`src/rtl/pc_fetch_pkg.sv`:
```
// Shared widths and branch condition-code encodings for the fetch stage.
package pc_fetch_pkg;

  localparam int IM_AW  = 14;
  localparam int PC_W   = 32;
  localparam int PERF_W = 32;

  // Warm-up count at which the un-reset ID_EX controls become trustworthy.
  localparam logic [1:0] WARM_DONE = 2'd2;

  typedef enum logic [2:0] {
    CC_EQ     = 3'b000,
    CC_NEQ    = 3'b001,
    CC_GT     = 3'b010,
    CC_LT     = 3'b011,
    CC_GTE    = 3'b100,
    CC_LTE    = 3'b101,
    CC_OVFL   = 3'b110,
    CC_UNCOND = 3'b111
  } cc_e;

endpackage

```
`src/rtl/pc_fetch_if.sv`:
```
// Decode/EX-side control and result signals of the fetch stage.
interface pc_fetch_if;
  import pc_fetch_pkg::*;

  logic              stall_IM_ID;
  logic              stall_ID_EX;
  logic              br_instr_ID_EX;
  logic              jmp_imm_ID_EX;
  logic              jmp_reg_ID_EX;
  logic [2:0]        cc_ID_EX;
  logic              zr;
  logic              neg;
  logic              ov;
  logic [PC_W-1:0]   dst_ID_EX;
  logic [IM_AW-1:0]  iaddr;
  logic [PC_W-1:0]   nxt_pc_ID_EX;
  logic              flow_change_ID_EX;
  logic [PERF_W-1:0] fetch_cnt;
  logic [PERF_W-1:0] taken_cnt;

  modport master (
    output stall_IM_ID, stall_ID_EX, br_instr_ID_EX, jmp_imm_ID_EX, jmp_reg_ID_EX,
           cc_ID_EX, zr, neg, ov, dst_ID_EX,
    input  iaddr, nxt_pc_ID_EX, flow_change_ID_EX, fetch_cnt, taken_cnt
  );

  modport slave (
    input  stall_IM_ID, stall_ID_EX, br_instr_ID_EX, jmp_imm_ID_EX, jmp_reg_ID_EX,
           cc_ID_EX, zr, neg, ov, dst_ID_EX,
    output iaddr, nxt_pc_ID_EX, flow_change_ID_EX, fetch_cnt, taken_cnt
  );

endinterface

```
`src/rtl/pc_fetch_br_bool.sv`:
```
// Branch condition evaluator: maps condition code and flags to a taken decision.
module pc_fetch_br_bool
  import pc_fetch_pkg::*;
(
  input  cc_e  cc,
  input  logic zr,
  input  logic neg,
  input  logic ov,
  output logic taken
);

  always_comb begin
    // NOTE: default first so every path assigns taken and no latch is inferred.
    taken = 1'b0;
    unique case (cc)
      CC_EQ:     taken = zr;
      CC_NEQ:    taken = !zr;
      CC_GT:     taken = !zr && !neg;
      CC_LT:     taken = neg;
      CC_GTE:    taken = zr || !neg;
      CC_LTE:    taken = neg || zr;
      CC_OVFL:   taken = ov;
      CC_UNCOND: taken = 1'b1;
      default:   taken = 1'b0;
    endcase
  end

endmodule

```
`src/rtl/pc_fetch.sv`:
```
// Fetch stage: owns the PC, drives the IM address, pipelines PC+1 to EX and
// redirects on a taken branch or jump resolved in EX.
module pc_fetch
  import pc_fetch_pkg::*;
(
  input  logic   clk,
  input  logic   rst_n,
  pc_fetch_if.slave bus
);

  logic [PC_W-1:0]   pc_q, pc_d;
  logic [PC_W-1:0]   nxt_pc_im_id_q, nxt_pc_im_id_d;
  logic [PC_W-1:0]   nxt_pc_id_ex_q, nxt_pc_id_ex_d;
  logic [1:0]        warm_q, warm_d;
  logic [PERF_W-1:0] fetch_cnt_q, fetch_cnt_d;
  logic [PERF_W-1:0] taken_cnt_q, taken_cnt_d;

  logic armed;
  logic taken;
  logic flow_change;

  pc_fetch_br_bool u_br_bool (
    .cc    (cc_e'(bus.cc_ID_EX)),
    .zr    (bus.zr),
    .neg   (bus.neg),
    .ov    (bus.ov),
    .taken (taken)
  );

  // The ID_EX control flops upstream are not reset, so ignore them until two
  // clocks of valid pipeline have passed since reset.
  assign armed       = (warm_q == WARM_DONE);
  assign flow_change = armed &&
                       (bus.jmp_imm_ID_EX || bus.jmp_reg_ID_EX ||
                        (bus.br_instr_ID_EX && taken));

  always_comb begin
    pc_d           = pc_q;
    nxt_pc_im_id_d = nxt_pc_im_id_q;
    nxt_pc_id_ex_d = nxt_pc_id_ex_q;
    warm_d         = armed ? warm_q : warm_q + 2'd1;
    fetch_cnt_d    = fetch_cnt_q;
    taken_cnt_d    = taken_cnt_q;

    // A redirect wins over a fetch stall so a halted front end can still jump.
    if (flow_change) begin
      pc_d        = bus.dst_ID_EX;
      taken_cnt_d = taken_cnt_q + PERF_W'(1);
    end else if (!bus.stall_IM_ID) begin
      pc_d = pc_q + PC_W'(1);
    end

    if (!bus.stall_IM_ID) begin
      nxt_pc_im_id_d = pc_q + PC_W'(1);
      if (!flow_change && armed) begin
        fetch_cnt_d = fetch_cnt_q + PERF_W'(1);
      end
    end

    if (!bus.stall_ID_EX) begin
      nxt_pc_id_ex_d = nxt_pc_im_id_q;
    end
  end

  always_ff @(posedge clk) begin
    // NOTE: non-blocking assignments keep every flop sampling pre-edge values.
    if (!rst_n) begin
      pc_q           <= '0;
      nxt_pc_im_id_q <= '0;
      nxt_pc_id_ex_q <= '0;
      warm_q         <= '0;
      fetch_cnt_q    <= '0;
      taken_cnt_q    <= '0;
    end else begin
      pc_q           <= pc_d;
      nxt_pc_im_id_q <= nxt_pc_im_id_d;
      nxt_pc_id_ex_q <= nxt_pc_id_ex_d;
      warm_q         <= warm_d;
      fetch_cnt_q    <= fetch_cnt_d;
      taken_cnt_q    <= taken_cnt_d;
    end
  end

  assign bus.iaddr             = pc_q[IM_AW-1:0];
  assign bus.nxt_pc_ID_EX      = nxt_pc_id_ex_q;
  assign bus.flow_change_ID_EX = flow_change;
  assign bus.fetch_cnt         = fetch_cnt_q;
  assign bus.taken_cnt         = taken_cnt_q;

endmodule

```
`src/flat_wrapper.sv`:
```
// flat-port wrapper written by rule: the top's interface ports become plain ports
module pc_fetch_flat import pc_fetch_pkg::*;
  (clk, rst_n, bus_stall_IM_ID, bus_stall_ID_EX, bus_br_instr_ID_EX, bus_jmp_imm_ID_EX, bus_jmp_reg_ID_EX, bus_cc_ID_EX, bus_zr, bus_neg, bus_ov, bus_dst_ID_EX, bus_iaddr, bus_nxt_pc_ID_EX, bus_flow_change_ID_EX, bus_fetch_cnt, bus_taken_cnt);
  pc_fetch_if bus_i ();
  input  logic clk;
  input  logic rst_n;
  input wire logic [$bits(bus_i.stall_IM_ID)-1:0] bus_stall_IM_ID;
  input wire logic [$bits(bus_i.stall_ID_EX)-1:0] bus_stall_ID_EX;
  input wire logic [$bits(bus_i.br_instr_ID_EX)-1:0] bus_br_instr_ID_EX;
  input wire logic [$bits(bus_i.jmp_imm_ID_EX)-1:0] bus_jmp_imm_ID_EX;
  input wire logic [$bits(bus_i.jmp_reg_ID_EX)-1:0] bus_jmp_reg_ID_EX;
  input wire logic [$bits(bus_i.cc_ID_EX)-1:0] bus_cc_ID_EX;
  input wire logic [$bits(bus_i.zr)-1:0] bus_zr;
  input wire logic [$bits(bus_i.neg)-1:0] bus_neg;
  input wire logic [$bits(bus_i.ov)-1:0] bus_ov;
  input wire logic [$bits(bus_i.dst_ID_EX)-1:0] bus_dst_ID_EX;
  output wire logic [$bits(bus_i.iaddr)-1:0] bus_iaddr;
  output wire logic [$bits(bus_i.nxt_pc_ID_EX)-1:0] bus_nxt_pc_ID_EX;
  output wire logic [$bits(bus_i.flow_change_ID_EX)-1:0] bus_flow_change_ID_EX;
  output wire logic [$bits(bus_i.fetch_cnt)-1:0] bus_fetch_cnt;
  output wire logic [$bits(bus_i.taken_cnt)-1:0] bus_taken_cnt;
  assign bus_i.stall_IM_ID = bus_stall_IM_ID;
  assign bus_i.stall_ID_EX = bus_stall_ID_EX;
  assign bus_i.br_instr_ID_EX = bus_br_instr_ID_EX;
  assign bus_i.jmp_imm_ID_EX = bus_jmp_imm_ID_EX;
  assign bus_i.jmp_reg_ID_EX = bus_jmp_reg_ID_EX;
  assign bus_i.cc_ID_EX = bus_cc_ID_EX;
  assign bus_i.zr = bus_zr;
  assign bus_i.neg = bus_neg;
  assign bus_i.ov = bus_ov;
  assign bus_i.dst_ID_EX = bus_dst_ID_EX;
  assign bus_iaddr = bus_i.iaddr;
  assign bus_nxt_pc_ID_EX = bus_i.nxt_pc_ID_EX;
  assign bus_flow_change_ID_EX = bus_i.flow_change_ID_EX;
  assign bus_fetch_cnt = bus_i.fetch_cnt;
  assign bus_taken_cnt = bus_i.taken_cnt;
  pc_fetch u_core (.clk(clk), .rst_n(rst_n), .bus(bus_i));
endmodule
```
`config.mk`:
```
export PLATFORM = sky130hd
export DESIGN_NAME = pc_fetch_flat
export DESIGN_NICKNAME = d
export VERILOG_FILES = /design/src/rtl/pc_fetch_pkg.sv /design/src/rtl/pc_fetch_if.sv /design/src/rtl/pc_fetch_br_bool.sv /design/src/rtl/pc_fetch.sv /design/src/flat_wrapper.sv
export SDC_FILE = /design/constraint.sdc
export NUM_CORES = 1
export LEC_CHECK = 0
export CAP_MARGIN = 20
export CORE_ASPECT_RATIO = 1.2
export CORE_MARGIN = 1.5
export CORE_UTILIZATION = 52
export DETAILED_ROUTE_END_ITERATION = 8
export PLACE_DENSITY = 0.81
export RECOVER_POWER = 50
export SKIP_CTS_REPAIR_TIMING = 1
export SYNTH_ARGS = -nofsm -noshare
export SYNTH_HDL_FRONTEND = slang
export SYNTH_SLANG_ARGS = --single-unit
```
`constraint.sdc`:
```
create_clock -name clk -period 2.9 [get_ports clk]
set_clock_uncertainty 0.15 [all_clocks]
set_input_delay 0.435 -clock clk [delete_from_list [all_inputs] [get_ports clk]]
set_output_delay 0.435 -clock clk [all_outputs]
set_load 0.01 [all_outputs]
```
# Yosys cells after proc, flatten, opt, wreduce, memory -nomap -nowiden
# Index checks and enable logic that the tools add are counted.
# W data, S select, Z words.
# classes
multipliers	0
n_reduce_logical	13
n_lt_le_gt_ge	0
add_sub_neg	4
n_bitwise	1
eq_ne	9
n_div	0
n_shift	0
muxes	3
# ops
cell	count
$add A32 B1 Y32 const B	3
$mux W32	2
$eq A3 B3 Y1 const B	4
$pmux W1 S8	1
$eq A3 B2 Y1 const B	2
$logic_and A1 B1 Y1	4
$logic_or A1 B1 Y1	4
$eq A3 B1 Y1 const B	1
$logic_not A1 Y1	3
$logic_not A3 Y1	1
$add A2 B1 Y2 const B	1
$eq A2 B2 Y1 const B	1
$ne A2 B1 Y1 const B	1
$reduce_and A2 Y1	1
$not A1 Y1	1
# totals
latchBits	0
mem_count	0
register_bits	162
rom_bits	0
wordCells	36
input_bits	45
out_inout_bits	111
mem_bits_rw	0

# Longest topological paths before layout
# logic_depth
word_depth	9
mapped_depth	11
depth_no_buf	8

# By module
# A second synthesis with hierarchy kept.
# unflattened
hier_cells	884
hier_area_um2	7548.5
# by_module_without_submodules
mod	area_per_inst_um2	cells_each	instances	seq_area_each_um2
pc_fetch	7469.7	875	1	3243.1
pc_fetch_br_bool	78.8	9	1	0.0

# Worst setup path after synthesis
# No wires, ideal clock.
# synth_path
path_type	register to register
from	register u_core.pc_q[0]
to	register u_core.nxt_pc_im_id_q[24]
required_ps	2618
stages_incl_launch_ff	8
setup_ps	132
path_buffers	0
path_slack_ps	585
arrival_time_ps	2033
period_less_slack_ps	2315
path_cell_list	dfxtp_1 ha_1 nand3_4 or4_4 or4_4 nor2_2 xnor2_1 a21oi_1
# synth_between
elab_chain_cells	1
# synth_rtl
element	line	text
from (decl)	pc_fetch.sv:11	logic [PC_W-1:0] pc_q, pc_d;
from (signal assigned)	pc_fetch.sv:75	pc_q <= pc_d;
$add A32 B1 Y32	pc_fetch.sv:54	nxt_pc_im_id_d = pc_q + PC_W'(1);
to (signal assigned)	pc_fetch.sv:76	nxt_pc_im_id_q <= nxt_pc_im_id_d;
to (decl)	pc_fetch.sv:12	logic [PC_W-1:0] nxt_pc_im_id_q, nxt_pc_im_id_d;
# No other way between the ends.
# A chain may end at the register's enable or synchronous reset.

# Final worst setup path
# layout_path
from	input rst_n
to	register u_core.taken_cnt_q[22], in the netlist u_core.bus.taken_cnt[22]
# layout_lines
element	line	text
from (decl)	flat_wrapper.sv:6	input logic rst_n;
to (signal assigned)	pc_fetch.sv:80	taken_cnt_q <= taken_cnt_d;
to (decl)	pc_fetch.sv:16	logic [PERF_W-1:0] taken_cnt_q, taken_cnt_d;
# No word-level cell between the ends.

==> results.cfg <==
[power]
vdd_ir_drop_max_uv = 384
pwr-share-comb_pct = 17.5
p_int_uw = 4340
p_seq_share_pct = 44.4
power_leakage_uw = 0.00370
finalPower_uw = 6030
power_density_nw_per_um2 = 606
p_clk_share_pct = 38.1
swShare_pct = 28.0
p_switching_uw = 1690

[layout]
regArea_um2 = 3240
multi_input_area_um2 = 4000
most-common-layout-cells = dfxtp_1 (162), nor2_1 (127), dlygate4sd3_1 (89)
area_delta_synth_final_pct = 30.7
final_cells = 1221
final_common_cell = dfxtp_1
nFillCells = 1126
diodes = 0
nets = 1082
drive_above_1_share_pct = 8.03

[logic_synthesis]
ys_warn_count = 0
synth_top_family_by_area = simple AND/OR/NAND/NOR gates
ys_seq_area_share_pct = 42.6
async_reset_ff_share_pct = 0
yosys-mux-area-fraction_pct = 4.86
synth.top_cell.area_share_pct = 42.6
synth_flop_cell = dfxtp_1
yosysUniqueCellTypes = 54
synth.area.top_cells = dfxtp_1 (43%), nor2_1 (6.3%), mux2i_1 (4.9%)
synthXorXnorAreaFrac_pct = 8.63
synthCells = 893
synth_seq_cells = 162
synthesis.area_um2 = 7610
synth_fa_ha_area_share_pct = 0.657
avgSynthCellArea_um2 = 8.53
synth-simple-area-share_pct = 21.5
synth_top_area_cell = dfxtp_1
synth-compound-area-share_pct = 16.6
synth_edf_count = 0
syn_nets = 942

[clock_tree]
cts_made_buffers = 17
cts_tree = built
cts_root_buf = clkbuf_16
clock_path_buffers = 2
cts.sinks = 162
worstSkewPairLatency_ns = 0.43
htree_levels = 4
clkTransAtPathRegs_ns = 0.06

[drt]
avgRoutedWirePerCell_um = 14.9
routed_wl_um = 18200
drt_iter0_markers = 453
drc = 0
drtPass1Iterations = 5
ant_nets = 0
avgViaCountPerCell = 5.67
dr_total_vias = 6922

[critical_path]
cpPeakStageDelay_ns = 0.98
crit_type = in2reg
cp-start-kind = input pin
crit_start = rst_n
cp_cell_sequence = clkdlybuf4s50_1 > clkinvlp_2 > buf_4 > a21oi_1
end_kind = register
arrival_ns = 2.78
path_delay_family = buffers and inverters
slowest_stage = clkinvlp_2
r2r_start = u_core.pc_q[0]
required_ns = 3.11
crit_buf_inv = 3
worst-path-max-fanout = 41

[global_routing]
grt_pass1_wl_um = 29800
grt_overflow = 0
grt_max_degree = 56
antenna_found_initial = 0
grt_usage_pct = 23.8
grt_pass1_vias = 6284

[run]
maxCapViolCount = 0

[sta]
drv_slew = 0
relSlewSlack_pct = 16.5
tns_ns = 0
hold_viol = 0
finalCritPeriodShare_pct = 88.8
rsz0062_at_grt = no
min_period_ns = 2.58
clock.fmax_mhz = 388
worst_slew_pin_slew_ns = 1.24
finalSetupViolCount = 0

[run_status]
status = finished clean

[floorplanning]
dieHeight_um = 136
row_count = 48
start_util_pct = 53.1
dieArea_um2 = 15400
die_x_um = 113
core_um2 = 14400
pin_count = 156

[worst_hold_path]
hp-class = in2reg
min_from = bus_stall_ID_EX

[place]
port-buffer-count = 155
dp.cells = 1189
dp_hpwl_um = 12600
place.gp.congestion = 0.816
## final timing paths
| check | endpoint | slack, ns | cells past startpoint |
|---|---|---|---|
| min | u_core.bus.nxt_pc_ID_EX[30] | 0.29 | 3 |
| max reg2reg | u_core.nxt_pc_im_id_q[24] | 0.37 | 7 |
| max | u_core.bus.taken_cnt[22] | 0.32 | 4 |
| min reg2reg | u_core.nxt_pc_im_id_q[2] | 0.31 | 2 |
## synthesized netlist by cell type, types with 26 or more instances
cell type,count
nor2_1,127
a211oi_1,31
dfxtp_1,162
nand4_1,26
xnor2_1,39
mux2i_1,37
nand2_1,53
clkbuf_1,39
nand3_1,31
o21ai_0,45
a21oi_1,71
xor2_1,36
## cells by family after synthesis
group           count (synthesis)
fa+ha+maj                       4
xor+xnor                       75
simple gates                  326
compound gates                201
buf+inv                        88
mux                            37
flops                         162
## registers in the layout, indices dropped and copies added, names as in the netlist
| register | cells |
|---|---|
| u_core.bus.taken_cnt | 32 |
| u_core.warm_q | 2 |
| u_core.pc_q | 32 |
| u_core.bus.fetch_cnt | 32 |
| u_core.bus.nxt_pc_ID_EX | 32 |
| u_core.nxt_pc_im_id_q | 32 |
## final cells by class
type / count / area share, %
multi-input cells: 643 / 40.2
flip-flops and latches: 162 / 32.6
repair buffers: 188 / 18.2
clock buffers: 19 / 4.45
well taps: 175 / 2.20
clock inverters: 13 / 1.61
inverters: 21 / 0.805
## power groups by stage
stage / Combinational (uW) / Clock, uW / Sequential (uW)
6_report: 1060 / 2290 / 2680
5_1_grt: 1160 / 2420 / 2710
4_1_cts: 1080 / 2320 / 2680
3_5_place_dp: 1060 / 0 / 2730
3_3_place_gp: 1040 / 0 / 2720
2_1_floorplan: 739 / 0 / 2680
## metrics by stage
| stage | hold WS (ns) | worst slack [ns] | cell area [um^2] | utilization (%) |
|---|---|---|---|---|
| floorplan | 0.290 | 0.585 | 7610 | - |
| global route | 0.325 | 0.122 | 9950 | 69.3 |
| global placement | 0.299 | -0.0131 | 9340 | 65.1 |
| CTS | 0.282 | 0.0528 | 9940 | 69.3 |
| finish | 0.290 | 0.324 | 9950 | 69.3 |
| detailed placement | 0.303 | -0.0341 | 9340 | 65.1 |
## routing by layer
layer  wire length, um  track usage, %  up-vias
met1              8120            30.1     3251
li1                  -               -     3456
met4               386            9.38        0
met3               762            4.30       33
met2              8950            40.3      182
met5                 0               0        -
## worst register-to-register path: stages (launching register included)
cell and delay (ns):
dfxtp_1 0.42, ha_1 0.28, nand3_4 0.15, or4_4 0.62
or4_4 0.45, nor2_2 0.11, xnor2_1 0.14, a21oi_1 0.09
Power figures use the tool's default switching activity.
